### config.mk
export PLATFORM = sky130hd
export DESIGN_NAME = debug_dump_tx
export DESIGN_NICKNAME = d
export VERILOG_FILES = /design/src/rtl/debug_pkg.sv /design/src/rtl/dump_word_mux.sv /design/src/rtl/debug_dump_tx.sv
export SDC_FILE = /design/constraint.sdc
export NUM_CORES = 1
export LEC_CHECK = 0
export BUFFER_PORTS_ARGS = -buffer_cell sky130_fd_sc_hd__buf_2
export CAP_MARGIN = 15
export CORE_MARGIN = 2
export CORE_UTILIZATION = 30
export DETAILED_ROUTE_END_ITERATION = 10
export PLACE_DENSITY = 0.63
export SYNTH_ARGS = -nofsm -noshare
export SYNTH_HDL_FRONTEND = slang
export SYNTH_SLANG_ARGS = --single-unit
export TNS_END_PERCENT = 5
### constraint.sdc
create_clock -name i_clk -period 3 [get_ports i_clk]
set_input_delay 0.45 -clock i_clk [delete_from_list [all_inputs] [get_ports i_clk]]
set_output_delay 0.45 -clock i_clk [all_outputs]
set_load 0.02 [all_outputs]
### src/rtl/debug_pkg.sv
// debug_pkg: shared FSM states, dump item ranges and word totals for debug_dump_tx.
// DUMP_LATCHES_EN appends the pipeline-latch words to the dump sequence.
package debug_pkg;
  typedef enum logic [2:0] {S_IDLE, S_SELECT, S_CAPTURE, S_SEND, S_WAIT, S_DONE} state_t;
  localparam int PC_IDX = 0;
  localparam int CLK_IDX = 1;
  localparam int REG_BASE = 2;
  localparam int DEF_NUM_REGS = 32;
  localparam int DEF_MEM_DATA = 16;
  localparam int DEF_NUM_LATCH = 15;
`ifdef DUMP_LATCHES_EN
  localparam bit LATCH_EN = 1'b1;
`else
  localparam bit LATCH_EN = 1'b0;
`endif
  function automatic int mem_base(input int nregs);
    return REG_BASE + nregs;
  endfunction
  function automatic int latch_base(input int nregs, input int nmem);
    return REG_BASE + nregs + nmem;
  endfunction
  function automatic int word_total(input int nregs, input int nmem, input int nlatch);
    return REG_BASE + nregs + nmem + nlatch;
  endfunction
  localparam int MEM_BASE = mem_base(DEF_NUM_REGS);
  localparam int LATCH_BASE = latch_base(DEF_NUM_REGS, DEF_MEM_DATA);
  localparam int NUM_WORDS = word_total(DEF_NUM_REGS, DEF_MEM_DATA, LATCH_EN ? DEF_NUM_LATCH : 0);
endpackage

### src/rtl/dump_word_mux.sv
// dump_word_mux: picks the word for item i_k and the select addresses for item i_k_nxt.
// DUMP_LATCHES_EN adds the latch range after data memory.
module dump_word_mux
  import debug_pkg::*;
#(
  parameter int BITS_SIZE = 32,
  parameter int NUM_REGS = DEF_NUM_REGS,
  parameter int SIZE_MEM_DATA = DEF_MEM_DATA,
  parameter int KW = 6
) (
  input  logic [KW-1:0]               i_k,
  input  logic [KW-1:0]               i_k_nxt,
  input  logic [BITS_SIZE-1:0]        i_pc,
  input  logic [BITS_SIZE-1:0]        i_clk_count,
  input  logic [BITS_SIZE-1:0]        i_reg_data,
  input  logic [BITS_SIZE-1:0]        i_mem_data,
  input  logic [BITS_SIZE-1:0]        i_latch_data,
  output logic [BITS_SIZE-1:0]        o_word,
  output logic                        o_reg_hit,
  output logic                        o_mem_hit,
  output logic                        o_latch_hit,
  output logic [$clog2(NUM_REGS)-1:0] o_reg_idx,
  output logic [BITS_SIZE-1:0]        o_mem_idx,
  output logic [3:0]                  o_latch_idx
);
  localparam int RW = $clog2(NUM_REGS);
  localparam logic [KW-1:0] PC_K = KW'(PC_IDX);
  localparam logic [KW-1:0] CLK_K = KW'(CLK_IDX);
  localparam logic [KW-1:0] RB = KW'(REG_BASE);
  localparam logic [KW-1:0] MB = KW'(mem_base(NUM_REGS));
  assign o_reg_hit = (i_k_nxt >= RB) && (i_k_nxt < MB);
  assign o_reg_idx = RW'(i_k_nxt - RB);
  assign o_mem_idx = BITS_SIZE'(i_k_nxt - MB);
`ifdef DUMP_LATCHES_EN
  localparam logic [KW-1:0] LB = KW'(latch_base(NUM_REGS, SIZE_MEM_DATA));
  assign o_mem_hit = (i_k_nxt >= MB) && (i_k_nxt < LB);
  assign o_latch_hit = i_k_nxt >= LB;
  assign o_latch_idx = 4'(i_k_nxt - LB);
  assign o_word = (i_k == PC_K)  ? i_pc :
                  (i_k == CLK_K) ? i_clk_count :
                  (i_k < MB)     ? i_reg_data :
                  (i_k < LB)     ? i_mem_data : i_latch_data;
`else
  logic w_unused;
  assign w_unused = ^i_latch_data;
  assign o_mem_hit = i_k_nxt >= MB;
  assign o_latch_hit = 1'b0;
  assign o_latch_idx = '0;
  assign o_word = (i_k == PC_K)  ? i_pc :
                  (i_k == CLK_K) ? i_clk_count :
                  (i_k < MB)     ? i_reg_data : i_mem_data;
`endif
endmodule

### src/rtl/debug_dump_tx.sv
// debug_dump_tx: walks PC, clock count, registers, data memory (and latches with
// DUMP_LATCHES_EN) and streams each 32-bit word LSB-first to the UART transmitter.
module debug_dump_tx
  import debug_pkg::*;
#(
  parameter int BITS_SIZE = 32,
  parameter int SIZE_TRAMA = 8,
  parameter int NUM_REGS = DEF_NUM_REGS,
  parameter int SIZE_MEM_DATA = DEF_MEM_DATA,
  parameter int NUM_LATCH = DEF_NUM_LATCH
) (
  input  logic                        i_clk,
  input  logic                        i_reset,
  input  logic                        i_start,
  input  logic [BITS_SIZE-1:0]        i_pc,
  input  logic [BITS_SIZE-1:0]        i_clk_count,
  input  logic [BITS_SIZE-1:0]        i_reg_data,
  input  logic [BITS_SIZE-1:0]        i_mem_data,
  input  logic [BITS_SIZE-1:0]        i_latch_data,
  input  logic                        i_tx_done,
  output logic [$clog2(NUM_REGS)-1:0] o_sel_reg,
  output logic [BITS_SIZE-1:0]        o_sel_mem,
  output logic [3:0]                  o_sel_latch,
  output logic                        o_tx_start,
  output logic [SIZE_TRAMA-1:0]       o_tx_data,
  output logic                        o_busy,
  output logic                        o_done
);
  localparam int W = word_total(NUM_REGS, SIZE_MEM_DATA, LATCH_EN ? NUM_LATCH : 0);
  localparam int KW = $clog2(W);
  localparam logic [KW-1:0] K_LAST = KW'(W - 1);
  localparam logic [1:0] LAST_B = 2'(BITS_SIZE / SIZE_TRAMA - 1);
  state_t r_state;
  logic [KW-1:0] r_k;
  logic [1:0] r_cnt;
  logic [BITS_SIZE-1:0] r_shift;
  logic [KW-1:0] w_k_nxt;
  logic w_last_byte, w_next_word, w_to_sel;
  logic [BITS_SIZE-1:0] w_word, w_mem_idx;
  logic w_reg_hit, w_mem_hit, w_latch_hit;
  logic [$clog2(NUM_REGS)-1:0] w_reg_idx;
  logic [3:0] w_latch_idx;
  assign w_last_byte = (r_state == S_WAIT) && i_tx_done && (r_cnt == LAST_B);
  assign w_next_word = w_last_byte && (r_k != K_LAST);
  assign w_to_sel = ((r_state == S_IDLE) && i_start) || w_next_word;
  assign w_k_nxt = (r_state == S_IDLE) ? '0 : r_k + KW'(1);
  dump_word_mux #(
    .BITS_SIZE(BITS_SIZE),
    .NUM_REGS(NUM_REGS),
    .SIZE_MEM_DATA(SIZE_MEM_DATA),
    .KW(KW)
  ) u_mux (
    .i_k(r_k),
    .i_k_nxt(w_k_nxt),
    .i_pc(i_pc),
    .i_clk_count(i_clk_count),
    .i_reg_data(i_reg_data),
    .i_mem_data(i_mem_data),
    .i_latch_data(i_latch_data),
    .o_word(w_word),
    .o_reg_hit(w_reg_hit),
    .o_mem_hit(w_mem_hit),
    .o_latch_hit(w_latch_hit),
    .o_reg_idx(w_reg_idx),
    .o_mem_idx(w_mem_idx),
    .o_latch_idx(w_latch_idx)
  );
  // Selects move on the edge entering SELECT so read data settles before CAPTURE.
  always_ff @(posedge i_clk) begin
    if (i_reset) begin
      r_state <= S_IDLE;
      r_k <= '0;
      r_cnt <= '0;
      r_shift <= '0;
      o_sel_reg <= '0;
      o_sel_mem <= '0;
      o_sel_latch <= '0;
      o_tx_start <= 1'b0;
      o_tx_data <= '0;
      o_busy <= 1'b0;
      o_done <= 1'b0;
    end else begin
      o_tx_start <= 1'b0;
      o_done <= 1'b0;
      if (w_to_sel) begin
        r_k <= w_k_nxt;
        if (w_reg_hit) o_sel_reg <= w_reg_idx;
        if (w_mem_hit) o_sel_mem <= w_mem_idx;
        if (w_latch_hit) o_sel_latch <= w_latch_idx;
      end
      case (r_state)
        S_IDLE: if (i_start) begin
          r_state <= S_SELECT;
          o_busy <= 1'b1;
        end
        S_SELECT: r_state <= S_CAPTURE;
        S_CAPTURE: begin
          r_shift <= w_word;
          r_cnt <= '0;
          o_tx_data <= w_word[SIZE_TRAMA-1:0];
          o_tx_start <= 1'b1;
          r_state <= S_SEND;
        end
        S_SEND: r_state <= S_WAIT;
        S_WAIT: if (i_tx_done) begin
          if (r_cnt != LAST_B) begin
            r_shift <= r_shift >> SIZE_TRAMA;
            r_cnt <= r_cnt + 2'd1;
            o_tx_data <= r_shift[2*SIZE_TRAMA-1:SIZE_TRAMA];
            o_tx_start <= 1'b1;
            r_state <= S_SEND;
          end else if (r_k != K_LAST) begin
            r_state <= S_SELECT;
          end else begin
            o_done <= 1'b1;
            r_state <= S_DONE;
          end
        end
        S_DONE: begin
          o_busy <= 1'b0;
          r_state <= S_IDLE;
        end
        default: r_state <= S_IDLE;
      endcase
    end
  end
endmodule

==> summary.md <==
| Metric | Value |
|---|---|
| Netlist cell types | 54 |
| Die Height | about 120 µm |
| TritonCTS clock tree | built |
| DRT antenna net count | 0 |
| Final WL | 11,100 µm |
| Die Wd | 120 µm |
| Placer Congestion | slightly above 0.8 |
| Area grow syn2layout | 26.9% |
| Worst EP required | 3200 ps |
| Cells after Synth | between 500 and 600 |
| Power share of the combinational group | 13.7% |
| Clock Path Buffers | 2 |
| FF-to-FF setup slack | 510 ps |
| I/O pin cnt | around 220 |
| Final critical-path required period | 2490 ps |
| Std cell rows | 42 |
| Pre-antenna DRT Iters | 4 |
| Top post-synthesis cells by area | dfxtp_1 29%, mux2i_1 8.7%, buf_4 8.0% |
| Post-route cell area | ~0.0051 mm² |
| Setup tns final | 0 ps |
| Core area | about 0.013 mm² |
| CP Launch Type | register |
| Via count of the routed design | 4,061 |
| Reg with most FFs | r_shift |
| Crit path DAT | 2690 ps |
| Number of flip-flops in the largest register | 25 |
| Seq/Total Area, Yosys | 28.7% |
| Clock network power share | 49.5% |
| Nets@finish | 817 |
| Fin. Hold Viols | 0 |
| CTS clk-pin slew, worst paths | 50 ps |
| Placed wire-length estimate | 8390 µm |
| Synth Cell Area | 0.00405 mm² |
| Final period util | 83.1% |
| # diodes | 0 |
| Initial antenna violation count | 0 |
| Sw power | around 550 µW |
| Switching share of power | 24.2% |
| RR Startpoint | r_state[2]$_SDFFE_PP0P_ |
| Via-to-Cell Ratio | 4.90 |
| Reg2Reg Capture Point | o_sel_reg[0]$_SDFFE_PP0P_ |
| Vias in the first global route | between 3,000 and 4,000 |
| Sink Count | a little under 60 |
| Biggest regs | r_shift x25, o_sel_mem x7, o_tx_data x7 |
| Reg power frac | approximately 37% |
| Pwr Density | 444 mW/mm² |
| Total power | 2.28 mW |
| Root Buffer | clkbuf_16 |
| Port buffer count | between 150 and 200 |
| Die ar. | ~0.014 mm² |
| Path depth of the worst reg2reg path | 8 |
| CTS resizes | 0 |
| Rel. slew slack | 51.9% |
| Hold Crit Start | i_pc[27] |
| Global route total overflow | 0 |
| Initial Util | 30.7% |
| Number of DRC markers in iteration 0 | 147 |
| Hold Path Class | in2reg |
| First-pass GRT wire length | 17,800 µm |
| Fill count | around 1,400 |
| Max-Cap Viols | 0 |
| Area leader, netlist | dfxtp_1 |
| Largest net degree at the start of global routing | 43 |
| Clk_lat worst skew | about 320 ps |
| Crit Path Max Fanout | 11 |
| CP Class | reg2reg |
| Mean post-synth cell area | 7.72 µm² |
| VDD IR max | 0.277 mV |
| H-tree Lvls | 3 |
| Internal Power | 1.73 mW |
| P_leak | between 2 and 3 nW |
| Status | finished clean |
| EDFF count, synth | 0 |
| Crit. End Element | register |
| Leading cell type in the layout, fill and taps excluded | buf_2 |
| Tightest Pin Transition | 715 ps |
| Most frequent cells in the layout | 179 x buf_2, 85 x nand2_1, 58 x dfxtp_1 |
| Number of CTS-inserted buffers | 9 |
| Top FF cell, synth | dfxtp_1 |
| Fin. max-slew vios | 0 |
| Unrepaired setup endpoints after global routing | no |
| Hold WS | 365 ps |
| Post-synth ARST share | 0% |
| Dpl cell area | 0.00480 mm² |
| Global Route Usage Sum | 15.4% |
| Final setup fails | 0 |
| Worst hold stages | 3 |
| Hold Path Sink | r_shift[27]$_SDFFE_PP0P_ |
| Hold_buf cts | 0 |
| Post CTS Setup Buffer Count | 0 |
| Fmax | 401 MHz |
| Yosys warning total | 0 |
| Layout cells sized above 1 | 34.2% |
| Drt drc | 0 |
| Register bit total from synthesis | a little under 60 |
| Post-synth top area share | 28.7% |
| Avg WL per Cell | 13.5 µm |
| Setup Skew | 8.47 ps |
==> worst max-delay path: stages (launching register included) <==
cell and delay (ps):
dfxtp_1 400, or3_1 510, and2_1 280, inv_1 80, ha_1 220, inv_1 100
o22ai_2 250, nand3_1 190, mux2_1 350
==> layer usage <==
metal / vias up / share of wire, % / GRT usage (%) / routed length (µm)
li1: 2109 / - / - / -
met1: 1801 / 44 / 18.2 / 4940
met2: 143 / 47 / 26.6 / 5250
met3: 8 / 7.3 / 4.85 / 815
met4: 0 / 1.2 / 4.26 / 133
met5: - / 0 / 0 / 0
==> stage by stage <==
step / utilization, % / std cells / setup slack [ps]
3_3_place_gp: 36.4 / 812 / 547
2_1_floorplan: - / 527 / 606
3_5_place_dp: 36.4 / 812 / 533
4_1_cts: 38.9 / 828 / 507
6_report: 38.9 / 828 / 507
5_1_grt: 38.9 / 828 / 352
==> power by group through the flow <==
stage | clock [mW] | combinational (mW) | sequential [mW]
final | 1.13 | 0.312 | 0.840
after global routing | 1.19 | 0.350 | 0.844
after CTS | 1.16 | 0.315 | 0.839
after detailed placement | 0 | 0.315 | 0.855
after global placement | 0 | 0.312 | 0.855
after floorplan | 0 | 0.196 | 0.848
==> area by class of cell <==
cell class / count / area, µm² / share of cell area [%]
clock inverter: 4 / 73.8 / 1.44
multi-input combinational: 379 / 2400 / 46.8
inverter: 7 / 26.3 / 0.512
sequential: 58 / 1160 / 22.6
timing repair buffer: 192 / 993 / 19.3
tap: 176 / 220 / 4.29
clock buffer: 12 / 256 / 5.00
==> Yosys cell counts, types with 2 or more instances <==
cell type / number
nand2_1: 86
dfxtp_1: 58
o21ai_0: 46
buf_4: 43
nor2_1: 41
mux2i_1: 35
clkbuf_1: 32
a311oi_1: 31
o211ai_1: 25
a21oi_1: 18
a22oi_1: 9
buf_2: 8
nor3_1: 8
inv_1: 7
ha_1: 6
nand2b_1: 5
nand3_1: 5
nand4_1: 5
a31oi_1: 4
or3_1: 4
a211oi_1: 3
nor2b_1: 3
nor3b_1: 3
nor4_2: 3
and2_1: 2
nand3b_1: 2
nand4bb_1: 2
o21a_1: 2
xnor2_1: 2
xor2_1: 2
==> how the worst max path moves through the flow <==
stage,start,endpoint,slack [ps],cells past startpoint
final,r_state[2]$_SDFFE_PP0P_,o_sel_reg[0]$_SDFFE_PP0P_,510,8
after detailed placement,r_state[2]$_SDFFE_PP0P_,o_sel_reg[0]$_SDFFE_PP0P_,530,8
after CTS,r_state[2]$_SDFFE_PP0P_,o_sel_reg[0]$_SDFFE_PP0P_,510,8
after floorplan,r_k[0]$_SDFFE_PP0P_,o_sel_reg[0]$_SDFFE_PP0P_,610,11
after global routing,r_state[2]$_SDFFE_PP0P_,o_sel_reg[0]$_SDFFE_PP0P_,350,8
after global placement,r_state[2]$_SDFFE_PP0P_,o_sel_reg[0]$_SDFFE_PP0P_,550,8
==> cells by family (layout without fill, tap and decap cells) <==
logic type                 Yosys count  count (layout)  share of synthesized area [%]
AOI/OAI and AO/OA                  152             152                           26.4
xor gates and xnor gates             4               4                          0.866
adders and majority gates            6               6                           1.86
buffers and inverters               90             215                           12.6
DFF                                 58              58                           28.7
muxes                               36              36                           8.94
other                                1               4                         0.0927
and+or+nand+nor                    177             177                           20.6
No activity file was read; power rests on OpenSTA's default activity.
